==> config.mk <==
export PLATFORM = sky130hd
export DESIGN_NAME = div_reconstruct_8_flat
export DESIGN_NICKNAME = d
export VERILOG_FILES = /design/src/rtl/div_reconstruct_8_if.sv /design/src/rtl/div_reconstruct_8.sv /design/src/flat_wrapper.sv
export SDC_FILE = /design/constraint.sdc
export NUM_CORES = 1
export LEC_CHECK = 0
export BUFFER_PORTS_ARGS = -buffer_cell sky130_fd_sc_hd__buf_2
export CAP_MARGIN = 20
export CORE_MARGIN = 8
export CORE_UTILIZATION = 35
export CTS_BUF_LIST = sky130_fd_sc_hd__clkbuf_16
export DETAILED_ROUTE_END_ITERATION = 6
export GPL_ROUTABILITY_DRIVEN = 1
export PLACE_DENSITY = 0.56
export SYNTH_ARGS = -nofsm -noshare
export SYNTH_HDL_FRONTEND = slang
export SYNTH_SLANG_ARGS = --single-unit
==> constraint.sdc <==
create_clock -name clk -period 2.8 [get_ports clk]
set_clock_uncertainty 0.1 [all_clocks]
set_input_delay 0.56 -clock clk [delete_from_list [all_inputs] [get_ports clk]]
set_output_delay 0.56 -clock clk [all_outputs]
set_load 0.1 [all_outputs]
==> src/rtl/div_reconstruct_8_if.sv <==
// Handshake and result bundle for the dividend reconstruction checker.
// The master drives the operands and start; the slave returns status and results.
interface div_reconstruct_8_if #(
  parameter int W = 8
);
  logic             start;
  logic [2*W-1:0]   n;
  logic [W-1:0]     d;
  logic [W-1:0]     q;
  logic [W-1:0]     r;
  logic             busy;
  logic             done;
  logic [2*W-1:0]   n_rec;
  logic [2*W:0]     err;
  logic             exact;

  modport master (
    output start, n, d, q, r,
    input  busy, done, n_rec, err, exact
  );

  modport slave (
    input  start, n, d, q, r,
    output busy, done, n_rec, err, exact
  );
endinterface

==> src/rtl/div_reconstruct_8.sv <==
// Rebuilds a dividend as q*d + r with a shift-and-add multiplier, one quotient bit per cycle,
// and reports the signed difference from the original dividend.
module div_reconstruct_8 #(
  parameter int W = 8
) (
  input  logic               clk,
  input  logic               rst,
  div_reconstruct_8_if.slave bus
);

  typedef enum logic [1:0] {
    IDLE = 2'd0,
    MUL  = 2'd1,
    FIN  = 2'd2
  } state_t;

  state_t           state;
  state_t           state_nxt;

  logic [2*W-1:0]   n_l;
  logic [W-1:0]     d_l;
  logic [W-1:0]     q_sh;
  logic [2*W-1:0]   acc;
  logic [2:0]       count;

  logic             done_r;
  logic [2*W-1:0]   n_rec_r;
  logic [2*W:0]     err_r;
  logic             exact_r;

  // NOTE: sequential state uses non-blocking assignments so every register samples pre-edge values.
  always_ff @(posedge clk or posedge rst) begin
    if (rst) state <= IDLE;
    else     state <= state_nxt;
  end

  // NOTE: default assignment first, so no path through the case leaves state_nxt unassigned (no latch).
  always_comb begin
    state_nxt = state;
    case (state)
      IDLE:    if (bus.start) state_nxt = MUL;
      MUL:     if (count == 3'd7) state_nxt = FIN;
      FIN:     state_nxt = IDLE;
      default: state_nxt = IDLE;
    endcase
  end

  always_comb begin
    bus.busy = (state != IDLE);
  end

  // Result registers keep their last values between done pulses; start in IDLE reloads operands.
  always_ff @(posedge clk or posedge rst) begin
    if (rst) begin
      n_l     <= '0;
      d_l     <= '0;
      q_sh    <= '0;
      acc     <= '0;
      count   <= '0;
      done_r  <= 1'b0;
      n_rec_r <= '0;
      err_r   <= '0;
      exact_r <= 1'b1;
    end else begin
      done_r <= 1'b0;
      case (state)
        IDLE: begin
          if (bus.start) begin
            n_l   <= bus.n;
            d_l   <= bus.d;
            q_sh  <= bus.q;
            acc   <= {{W{1'b0}}, bus.r};
            count <= '0;
          end
        end
        MUL: begin
          // Partial products never exceed (2^W-1)^2 + 2^W-1, so acc cannot overflow.
          if (q_sh[0]) acc <= acc + ({{W{1'b0}}, d_l} << count);
          q_sh  <= q_sh >> 1;
          count <= count + 3'd1;
        end
        FIN: begin
          n_rec_r <= acc;
          err_r   <= {1'b0, n_l} - {1'b0, acc};
          exact_r <= (acc == n_l);
          done_r  <= 1'b1;
        end
        default: ;
      endcase
    end
  end

  assign bus.done  = done_r;
  assign bus.n_rec = n_rec_r;
  assign bus.err   = err_r;
  assign bus.exact = exact_r;

endmodule

==> src/flat_wrapper.sv <==
// flat-port wrapper written by rule: the top's interface ports become plain ports
module div_reconstruct_8_flat 
#(
  parameter int W = 8
)
  (clk, rst, bus_start, bus_n, bus_d, bus_q, bus_r, bus_busy, bus_done, bus_n_rec, bus_err, bus_exact);
  div_reconstruct_8_if #(.W(W)) bus_i ();
  input  logic clk;
  input  logic rst;
  input wire logic [$bits(bus_i.start)-1:0] bus_start;
  input wire logic [$bits(bus_i.n)-1:0] bus_n;
  input wire logic [$bits(bus_i.d)-1:0] bus_d;
  input wire logic [$bits(bus_i.q)-1:0] bus_q;
  input wire logic [$bits(bus_i.r)-1:0] bus_r;
  output wire logic [$bits(bus_i.busy)-1:0] bus_busy;
  output wire logic [$bits(bus_i.done)-1:0] bus_done;
  output wire logic [$bits(bus_i.n_rec)-1:0] bus_n_rec;
  output wire logic [$bits(bus_i.err)-1:0] bus_err;
  output wire logic [$bits(bus_i.exact)-1:0] bus_exact;
  assign bus_i.start = bus_start;
  assign bus_i.n = bus_n;
  assign bus_i.d = bus_d;
  assign bus_i.q = bus_q;
  assign bus_i.r = bus_r;
  assign bus_busy = bus_i.busy;
  assign bus_done = bus_i.done;
  assign bus_n_rec = bus_i.n_rec;
  assign bus_err = bus_i.err;
  assign bus_exact = bus_i.exact;
  div_reconstruct_8 #(.W(W)) u_core (.clk(clk), .rst(rst), .bus(bus_i));
endmodule
==> run_results.csv, run 1 <==
group,metric,value,unit
status,status,"complete, no violations",
global_route,track_usage,15.3,%
global_route,overflow,0,
yosys,synth_async_sr_flop_share,100,%
yosys,synthCells,588,
yosys,synth_area_leaders,"dfrtp_1 (43%), nand2_1 (11%), ha_1 (8.1%)",
placed_design,postPlaceCellArea,0.00582,mm2
sta,fin_crit_sh,99.1,%
placed_design,gp_congestion,0.891,
drt,drt_wl_total,13900,um
sta,rsz0062_at_grt,"yes",
global_route,grt_pass1_vias,4640,
critical_path,crit_slowest_cell,"dfrtp_2",
die,die-area,0.0187,mm2
cells_and_area,areaGrowthSynthToFinish,23.1,%
sta,fmax,360,MHz
drt,dr.pass1.iters,4,
clock_tree,cts_buffers,9,
global_route,grt_max_degree,89,
placed_design,dp.cells,847,
cells_and_area,drive_gt1_share,22.2,%
yosys,netlist.top_cell.by_area,"dfrtp_1",
clock_tree,insertion_delay,350,ps
sta,maxSlewViolCount,0,
critical_path,cp_num_buf_inv,2,
yosys,synth_nets,666,
yosys,synth_compound_area_share,18.7,%
drt,wl_per_cell,15.9,um
drt,drtIter0Drc,246,
yosys,ys_seq_elements,88,
die,design.core.area,0.0144,mm2
yosys,synth-adder-area-share,8.87,%
clock_tree,root_buffer,"clkbuf_16",
critical_path,crit_arrival,2900,ps
yosys,synth_top_area_share,42.6,%
global_route,grt_pass1_wl,22700,um
clock_tree,cts.path.max_buffers,2,
critical_path,cpMostUsedCell,"buf_4",
critical_path,crit_fanout,6,
die,std_cell_rows,44,
yosys,ys_warn_count,0,
cells_and_area,diodes,0,
yosys,synthSimpleGateAreaFrac,19.6,%
yosys,ys_types,50,
sta,period_minus_slack,2770,ps
sta,relSlewSlack,58.0,%
clock_tree,cts.htree.levels,3,
clock_tree,postCtsHoldBufs,0,
critical_path,cp_top_family,"compound AO/OA/AOI/OAI gates",
placed_design,io_buffers,78,
die,io-pin-count,79,
sta,setup_viol,0,
clock_tree,clk_pin_slew,60,ps
yosys,muxShareOfSynthArea,2.87,%
yosys,synth_flop_cell,"dfrtp_1",
critical_path,critPathRequiredTime,2920,ps
sta,worst_slew_pin_slew,628,ps
die,chipHeight,137,um
drt,avgViaCountPerCell,5.16,
min_path,holdCritPathClass,"in -> async",
critical_path,critPathCaptureType,"flop",
cells_and_area,finalInstanceArea,0.00628,mm2
global_route,antenna_found_initial,0,
cells_and_area,nets,758,
die,die_w,137,um
critical_path,crit_type,"reg -> reg",
yosys,synth-xor-area-share,3.09,%
run,cap_violations,0,
die,start_util,35.5,%
yosys,synth_seq_area_share,43.2,%
clock_tree,cts_sinks,88,
drt,via_count,4487,
critical_path,worstSetupStartpointType,"flop",
placed_design,dp_hpwl,10700,um
yosys,synth_edf_count,0,
yosys,synth_top_family_by_area,"simple AND/OR/NAND/NOR gates",
cells_and_area,finalNonFillerCells,869,
cells_and_area,fill_cells,1453,
sta,final_hold_viol_count,0,
yosys,synth.avg_cell_area,8.68,um2
critical_path,slowest_delay,450,ps
clock_tree,cts_tree,"yes",
drt,drtAntennaViolNets,0,
critical_path,path_cells,"buf_4, mux2i_4, mux2_2, nor2_2, ha_2, o21ai_0, nor2_1, o31ai_2, buf_4, o211ai_1, xnor2_1, o21ai_1",
drt,drc,0,
yosys,netlist_area,0.00510,mm2
cells_and_area,post-route-util,43.7,%
## cell usage in the layout (no fill, tap or decap), types with 11 or more instances in the layout
cell / n
dfrtp_1: 85
inv_1: 25
a21oi_1: 17
o21ai_0: 34
a22oi_1: 16
ha_1: 29
nand2_1: 148
xnor2_1: 14
buf_4: 25
o21a_1: 11
o21ai_1: 22
buf_2: 78
nor2_1: 28
## cells by family after synthesis
family / after synthesis
muxes: 14
AOI/OAI and AO/OA: 151
DFF: 88
buffers and inverters: 50
adders and majority gates: 35
xor gates and xnor gates: 18
and+or+nand+nor: 232
## flip-flops by register name (all words and copies together) (netlist names)
signal / cells
u_core.acc: 16
u_core.bus.done: 1
u_core.bus.err: 17
u_core.bus.exact: 1
u_core.bus.n_rec: 16
u_core.count: 3
u_core.d_l: 8
u_core.n_l: 16
u_core.q_sh: 8
u_core.state: 2
## through the flow
step,setup TNS [ps],hold WS (ps),setup slack [ps]
after floorplan,0,347,53.0
after global routing,-36.4,294,-23.2
final,0,249,25.3
after global placement,0,354,22.7
after detailed placement,-34.8,359,-34.8
after CTS,0,268,49.3
## Yosys cell counts (all sizes together), types with 4 or more instances
library cell	instances
o31ai	7
nand2b	7
ha	33
dfrtp	87
xor2	4
and2	5
nor2	31
a21oi	20
nand2	149
inv	25
o211ai	7
mux2i	9
nand3b	4
nor2b	4
nand4	5
o21a	11
mux2	5
nor3	7
clkbuf	18
xnor2	14
o22ai	5
nand3	8
a21o	4
a22oi	16
o31a	4
o21ai	60
buf	6
a211oi	6
## final cells by class
class	count	area, um2	area share, %
clock inverters	7	87.6	1.39
inverters	26	101	1.61
clock buffers	9	225	3.58
multi-input cells	450	2830	45.0
repair buffers	105	609	9.70
well taps	184	230	3.66
flip-flops and latches	88	2210	35.1
## final timing paths
check	startpoint	to	slack (ps)	depth (start not counted)
worst min-delay path	rst	u_core.bus.n_rec[1]	250	3
worst max-delay path	u_core.count[1]	u_core.acc[14]	30	12
max in group asynchronous	rst	u_core.count[1]	1950	3
min in group clk	bus_q[7]	u_core.q_sh[7]	300	3
worst max register to register	u_core.count[1]	u_core.acc[14]	30	12
worst min register to register	u_core.bus.n_rec[0]	u_core.bus.n_rec[0]	370	2
## worst register-to-register path: stages, from the launching register on
cell and delay, ps:
dfrtp_2 450, buf_4 160, mux2i_4 180, mux2_2 300
nor2_2 110, ha_2 310, o21ai_0 220, nor2_1 120
o31ai_2 180, buf_4 170, o211ai_1 130, xnor2_1 160
o21ai_1 70
## metal layers
metal / part of all wire [%] / GRT usage (%)
met1: 45 / 19.0
met3: 4.9 / 3.27
met2: 48 / 25.1
met4: 2.5 / 7.12
met5: 0 / 0
## what timing repair did
item | in CTS | in global routing
pin swaps | 0 | 9
buffers inserted | 0 | 6
endpoints found under the setup margin | 3 | 10
resized for setup | 1 | 31
Power of run 1 is left out: the tool's default activity adds up to more than one toggle a clock period on the data nets, which glitch-free logic cannot reach.
==> run 2: changes to the inputs <==
- ABC_AREA: not set -> 1
- PLACE_DENSITY: 0.56 -> 0.55
==> run_results.csv, run 2 <==
group,metric,value,unit
status,status,"complete, no violations",
critical_path,slowest_delay,460,ps
sta,setup-tns-final,0,ps
yosys,synth.avg_cell_area,7.10,um2
sta,final_hold_viol_count,0,
drt,avgViaCountPerCell,4.67,
cells_and_area,finalInstanceArea,0.00647,mm2
drt,dr.pass1.iters,6,
critical_path,crit_type,"reg -> reg",
yosys,synth_async_sr_flop_share,100,%
clock_tree,root_buffer,"clkbuf_16",
sta,maxSlewViolCount,0,
die,chipHeight,141,um
global_route,grt_pass1_vias,4796,
sta,worst_slew_pin_slew,878,ps
sta,period_minus_slack,2450,ps
yosys,ys_warn_count,0,
placed_design,dp_hpwl,11900,um
critical_path,critPathRequiredTime,2930,ps
cells_and_area,largest_reg_flops,17,
yosys,netlist.top_cell.by_area,"dfrtp_1",
die,start_util,35.3,%
clock_tree,cts_sinks,88,
global_route,grt_pass1_wl,24900,um
die,die-area,0.0200,mm2
cells_and_area,final_cell_mix,"nand2_1 (318), inv_1 (98), dfrtp_1 (86), buf_2 (78)",
clock_tree,cts.path.max_buffers,2,
drt,via_count,5013,
global_route,track_usage,15.9,%
drt,wl_per_cell,14.2,um
cells_and_area,nets,931,
die,std_cell_rows,46,
cells_and_area,layout_commonest_cell,"nand2_1",
cells_and_area,drive_gt1_share,13.5,%
clock_tree,clk_pin_slew,70,ps
die,design.core.area,0.0156,mm2
critical_path,crit_fanout,10,
placed_design,io_buffers,78,
clock_tree,insertion_delay,350,ps
sta,fin_crit_sh,87.6,%
drt,drtAntennaViolNets,0,
sta,setup_viol,0,
critical_path,rr_worst_depth,13,
critical_path,worstSetupStartpointType,"flop",
critical_path,startpoint,"u_core.count[0]",
clock_tree,postCtsHoldBufs,0,
global_route,grt_max_degree,57,
critical_path,r2r-end,"u_core.acc[11]",
yosys,synth_area_leaders,"dfrtp_1 (40%), nand2_1 (22%), ha_1 (7.5%)",
die,die_w,141,um
cells_and_area,areaGrowthSynthToFinish,17.7,%
yosys,synth_edf_count,0,
sta,fmax,407,MHz
clock_tree,cts_tree,"yes",
yosys,synth_nets,853,
critical_path,crit_slowest_cell,"dfrtp_2",
drt,drt_wl_total,15200,um
yosys,synth.most_common_cell,"nand2_1",
run,cap_violations,0,
yosys,synth_top_area_share,39.6,%
die,io-pin-count,79,
cells_and_area,diodes,0,
drt,drtIter0Drc,334,
clock_tree,cts_buffers,9,
placed_design,postPlaceCellArea,0.00615,mm2
sta,rsz0062_at_grt,"no",
global_route,overflow,0,
yosys,synth_seq_area_share,40.1,%
global_route,antenna_found_initial,0,
yosys,ys_seq_elements,88,
cells_and_area,post-route-util,41.5,%
yosys,synthCells,775,
critical_path,critPathCaptureType,"flop",
critical_path,r2r_slack,350,ps
critical_path,crit_arrival,2590,ps
critical_path,path_cells,"inv_1, o21ai_1, o21ai_0, o21ai_0, ha_1, nand2_1, inv_1, a21oi_1, nand2_1, nand2_1, nand3b_1, nand3_1, nand2_1",
yosys,netlist_area,0.00550,mm2
min_path,holdCritPathClass,"in -> async",
critical_path,worstReg2RegStart,"u_core.count[0]",
critical_path,cpMostUsedCell,"nand2_1",
yosys,ys_top_cells_by_count,"nand2_1 (318), inv_1 (99), dfrtp_1 (87)",
yosys,synth_flop_cell,"dfrtp_1",
drt,drc,0,
placed_design,gp_congestion,0.916,
clock_tree,cts.htree.levels,3,
sta,relSlewSlack,41.5,%
yosys,ys_types,36,
==> run 2: changes by cell type in the layout (fill, tap and decap cells not counted), sizes merged, moves of 7 or more <==
| cell | previous run | this run |
|---|---|---|
| buf | 105 | 86 |
| inv | 25 | 103 |
| xnor2 | 14 | 3 |
| nand3 | 8 | 45 |
| o21a | 11 | 0 |
| nand2b | 7 | 0 |
| nand2 | 149 | 320 |
| a22oi | 16 | 5 |
==> run 2: cell type report <==
type                            count  area [um2]
Sequential cell                    88        2200
Multi-Input combinational cell    563        2790
Tap cell                          216         270
Fill cell                        1692        9120
Timing Repair Buffer               86         488
Clock buffer                        9         225
Inverter                          105         403
Clock inverter                      7        95.1
==> run 2: critical path: cells and delay by family, from the launching register on <==
kind,cells,cell delay (ps)
fa+ha+maj,1,360
compound gates,4,590
simple gates,6,580
buf+inv,2,240
flops,1,460
==> run 2: metrics by stage <==
stage	hold slack (ps)	instances	worst slack, ps
floorplan	353	775	615
global placement	360	1057	299
detailed placement	362	1057	224
CTS	237	1073	208
global route	271	1074	13.1
finish	216	1074	346
==> run 2: worst max-delay path by stage <==
stage                     endpoint  cells past startpoint
floorplan           u_core.acc[14]                     15
global placement    u_core.acc[13]                     14
detailed placement   u_core.acc[9]                     13
CTS                 u_core.acc[11]                     14
global route        u_core.acc[15]                     14
finish              u_core.acc[11]                     13
==> run 2: what timing repair did <==
action                                  CTS  global route
endpoints found under the setup margin    0             9
gates resized for setup                   0             2
buffers inserted                          0             1
==> run 2: routing by layer <==
metal	up-vias	routed length [um]	part of all wire, %	track usage, %
met3	18	768	5.0	3.56
met4	0	307	2.0	5.54
met2	106	6370	42	23.2
met1	2279	7780	51	22.5
met5	-	0	0	0
li1	2610	-	-	-
==> run 2: cell families after synthesis <==
kind of cell	Yosys count	synth area share (%)
DFF	88	40.1
and+or+nand+nor	424	31.7
muxes	3	0.546
adders and majority gates	35	8.23
xor gates and xnor gates	5	0.796
AOI/OAI and AO/OA	96	9.39
buffers and inverters	124	9.26
Power of run 2 is left out for the same reason.
==> run 3: changes to the inputs <==
- REMOVE_ABC_BUFFERS: not set -> 1
==> run_results.csv, run 3 (synthesized netlist as in run 2, its figures left out) <==
group,metric,value,unit
drt,drt_wl_total,15000,um
global_route,gr-usage-met2,23.9,%
sta,setup_viol,0,
cells_and_area,multiInputGateArea,0.00279,mm2
global_route,met1_usage,21.7,%
cells_and_area,areaGrowthSynthToFinish,16.9,%
drt,drtAntennaViolNets,0,
clock_tree,root_buffer,"clkbuf_16",
sta,relSlewSlack,35.4,%
global_route,overflow,0,
global_route,track_usage,15.6,%
critical_path,cp_top_family,"compound AO/OA/AOI/OAI gates",
clock_tree,postCtsHoldBufs,0,
cells_and_area,fill_cells,1653,
global_route,antenna_found_initial,0,
sta,worst_slew_pin_slew,970,ps
critical_path,cp_num_buf_inv,2,
die,std_cell_rows,46,
drt,drc,0,
die,design.core.area,0.0156,mm2
cells_and_area,final_cell_mix,"nand2_1 (318), inv_1 (97), dfrtp_1 (86), buf_2 (78), nand3_1 (45)",
clock_tree,cts_sinks,88,
critical_path,crit_arrival,2630,ps
clock_tree,clk_pin_slew,70,ps
critical_path,slowest_delay,490,ps
cells_and_area,post-route-util,41.2,%
drt,drtIter0Drc,282,
sta,final_hold_viol_count,0,
clock_tree,cts_buffers,9,
placed_design,io_buffers,78,
clock_tree,cts.path.max_buffers,2,
sta,whs,168,ps
critical_path,crit_slowest_cell,"dfrtp_2",
global_route,grt_max_degree,57,
drt,wl_per_cell,14.0,um
status,status,"complete, no violations",
cells_and_area,diodes,0,
cells_and_area,layout_commonest_cell,"nand2_1",
drt,dr.pass1.iters,5,
sta,maxSlewViolCount,0,
sta,fin_crit_sh,88.9,%
critical_path,worstSetupStartpointType,"flop",
critical_path,path_cells,"inv_2, nand2_1, nand2_1, o21ai_0, o21ai_0, ha_1, nand2_1, inv_1, a21oi_1, nand2_1, nand2_1, nand2_1, a21oi_1, nor2_1",
die,start_util,35.3,%
placed_design,dp_hpwl,11600,um
placed_design,postPlaceCellArea,0.00610,mm2
run,cap_violations,0,
critical_path,crit_fanout,12,
clock_tree,insertion_delay,350,ps
die,die_w,141,um
cells_and_area,finalInstanceArea,0.00643,mm2
die,chipHeight,141,um
global_route,grt_pass1_wl,24900,um
critical_path,critPathCaptureType,"flop",
cells_and_area,largest_reg_flops,17,
drt,avgViaCountPerCell,4.63,
sta,period_minus_slack,2490,ps
critical_path,cpMostUsedCell,"nand2_1",
cells_and_area,nets,928,
clock_tree,cts.htree.levels,3,
critical_path,crit_type,"reg -> reg",
placed_design,gp_congestion,0.905,
clock_tree,cts_tree,"yes",
global_route,grt_util_met3,3.16,%
cells_and_area,regArea,0.00220,mm2
min_path,holdCritPathClass,"in -> async",
drt,via_count,4962,
critical_path,critPathRequiredTime,2940,ps
die,io-pin-count,79,
sta,fmax,402,MHz
global_route,grt-busiest-layer,"met2",
die,die-area,0.0200,mm2
sta,rsz0062_at_grt,"no",
cells_and_area,drive_gt1_share,13.3,%
global_route,grt_pass1_vias,4896,
-- run 3: worst register-to-register path, stage by stage, from the launching register on --
cell and delay, ps:
dfrtp_2 490, inv_2 140, nand2_1 70, nand2_1 70, o21ai_0 90, o21ai_0 290
ha_1 340, nand2_1 140, inv_1 50, a21oi_1 140, nand2_1 130, nand2_1 80
nand2_1 60, a21oi_1 130, nor2_1 60
-- run 3: worst paths after layout --
kind	end	start	slack, ps	depth (start not counted)
setup / recovery	u_core.acc[15]	u_core.count[0]	310	14
min in group clk	u_core.n_l[14]	bus_n[14]	300	3
hold reg to reg	u_core.bus.err[16]	u_core.bus.err[16]	380	2
setup reg to reg	u_core.acc[15]	u_core.count[0]	310	14
hold / removal	u_core.bus.err[15]	rst	170	2
max in group asynchronous	u_core.count[0]	rst	1730	3
-- run 3: through the flow --
| step | instances | setup WS, ps | setup TNS (ps) |
|---|---|---|---|
| 5_1_grt | 1071 | 7.09 | 0 |
| 2_1_floorplan | 756 | -137 | -11910 |
| 6_report | 1071 | 311 | 0 |
| 3_5_place_dp | 1055 | 120 | 0 |
| 4_1_cts | 1071 | 116 | 0 |
| 3_3_place_gp | 1055 | 182 | 0 |
-- run 3: timing repair --
item,in CTS,in global routing
resized for setup,0,7
buffers inserted,0,0
setup endpoints to repair,0,11
-- run 3: final cells by class --
class                   instances  share of cell area [%]
well taps                     216                    4.20
clock buffers                   9                    3.50
inverters                     105                    6.22
clock inverters                 7                    1.60
flip-flops and latches         88                    34.3
multi-input cells             563                    43.4
repair buffers                 83                    6.85
-- run 3: metal layers --
metal  wire [um]  vias to the layer above
met4         208                        0
met5           0                        -
met2        6260                      106
met1        7900                     2240
met3         660                       13
li1            -                     2603
Power of run 3 is left out for the same reason.
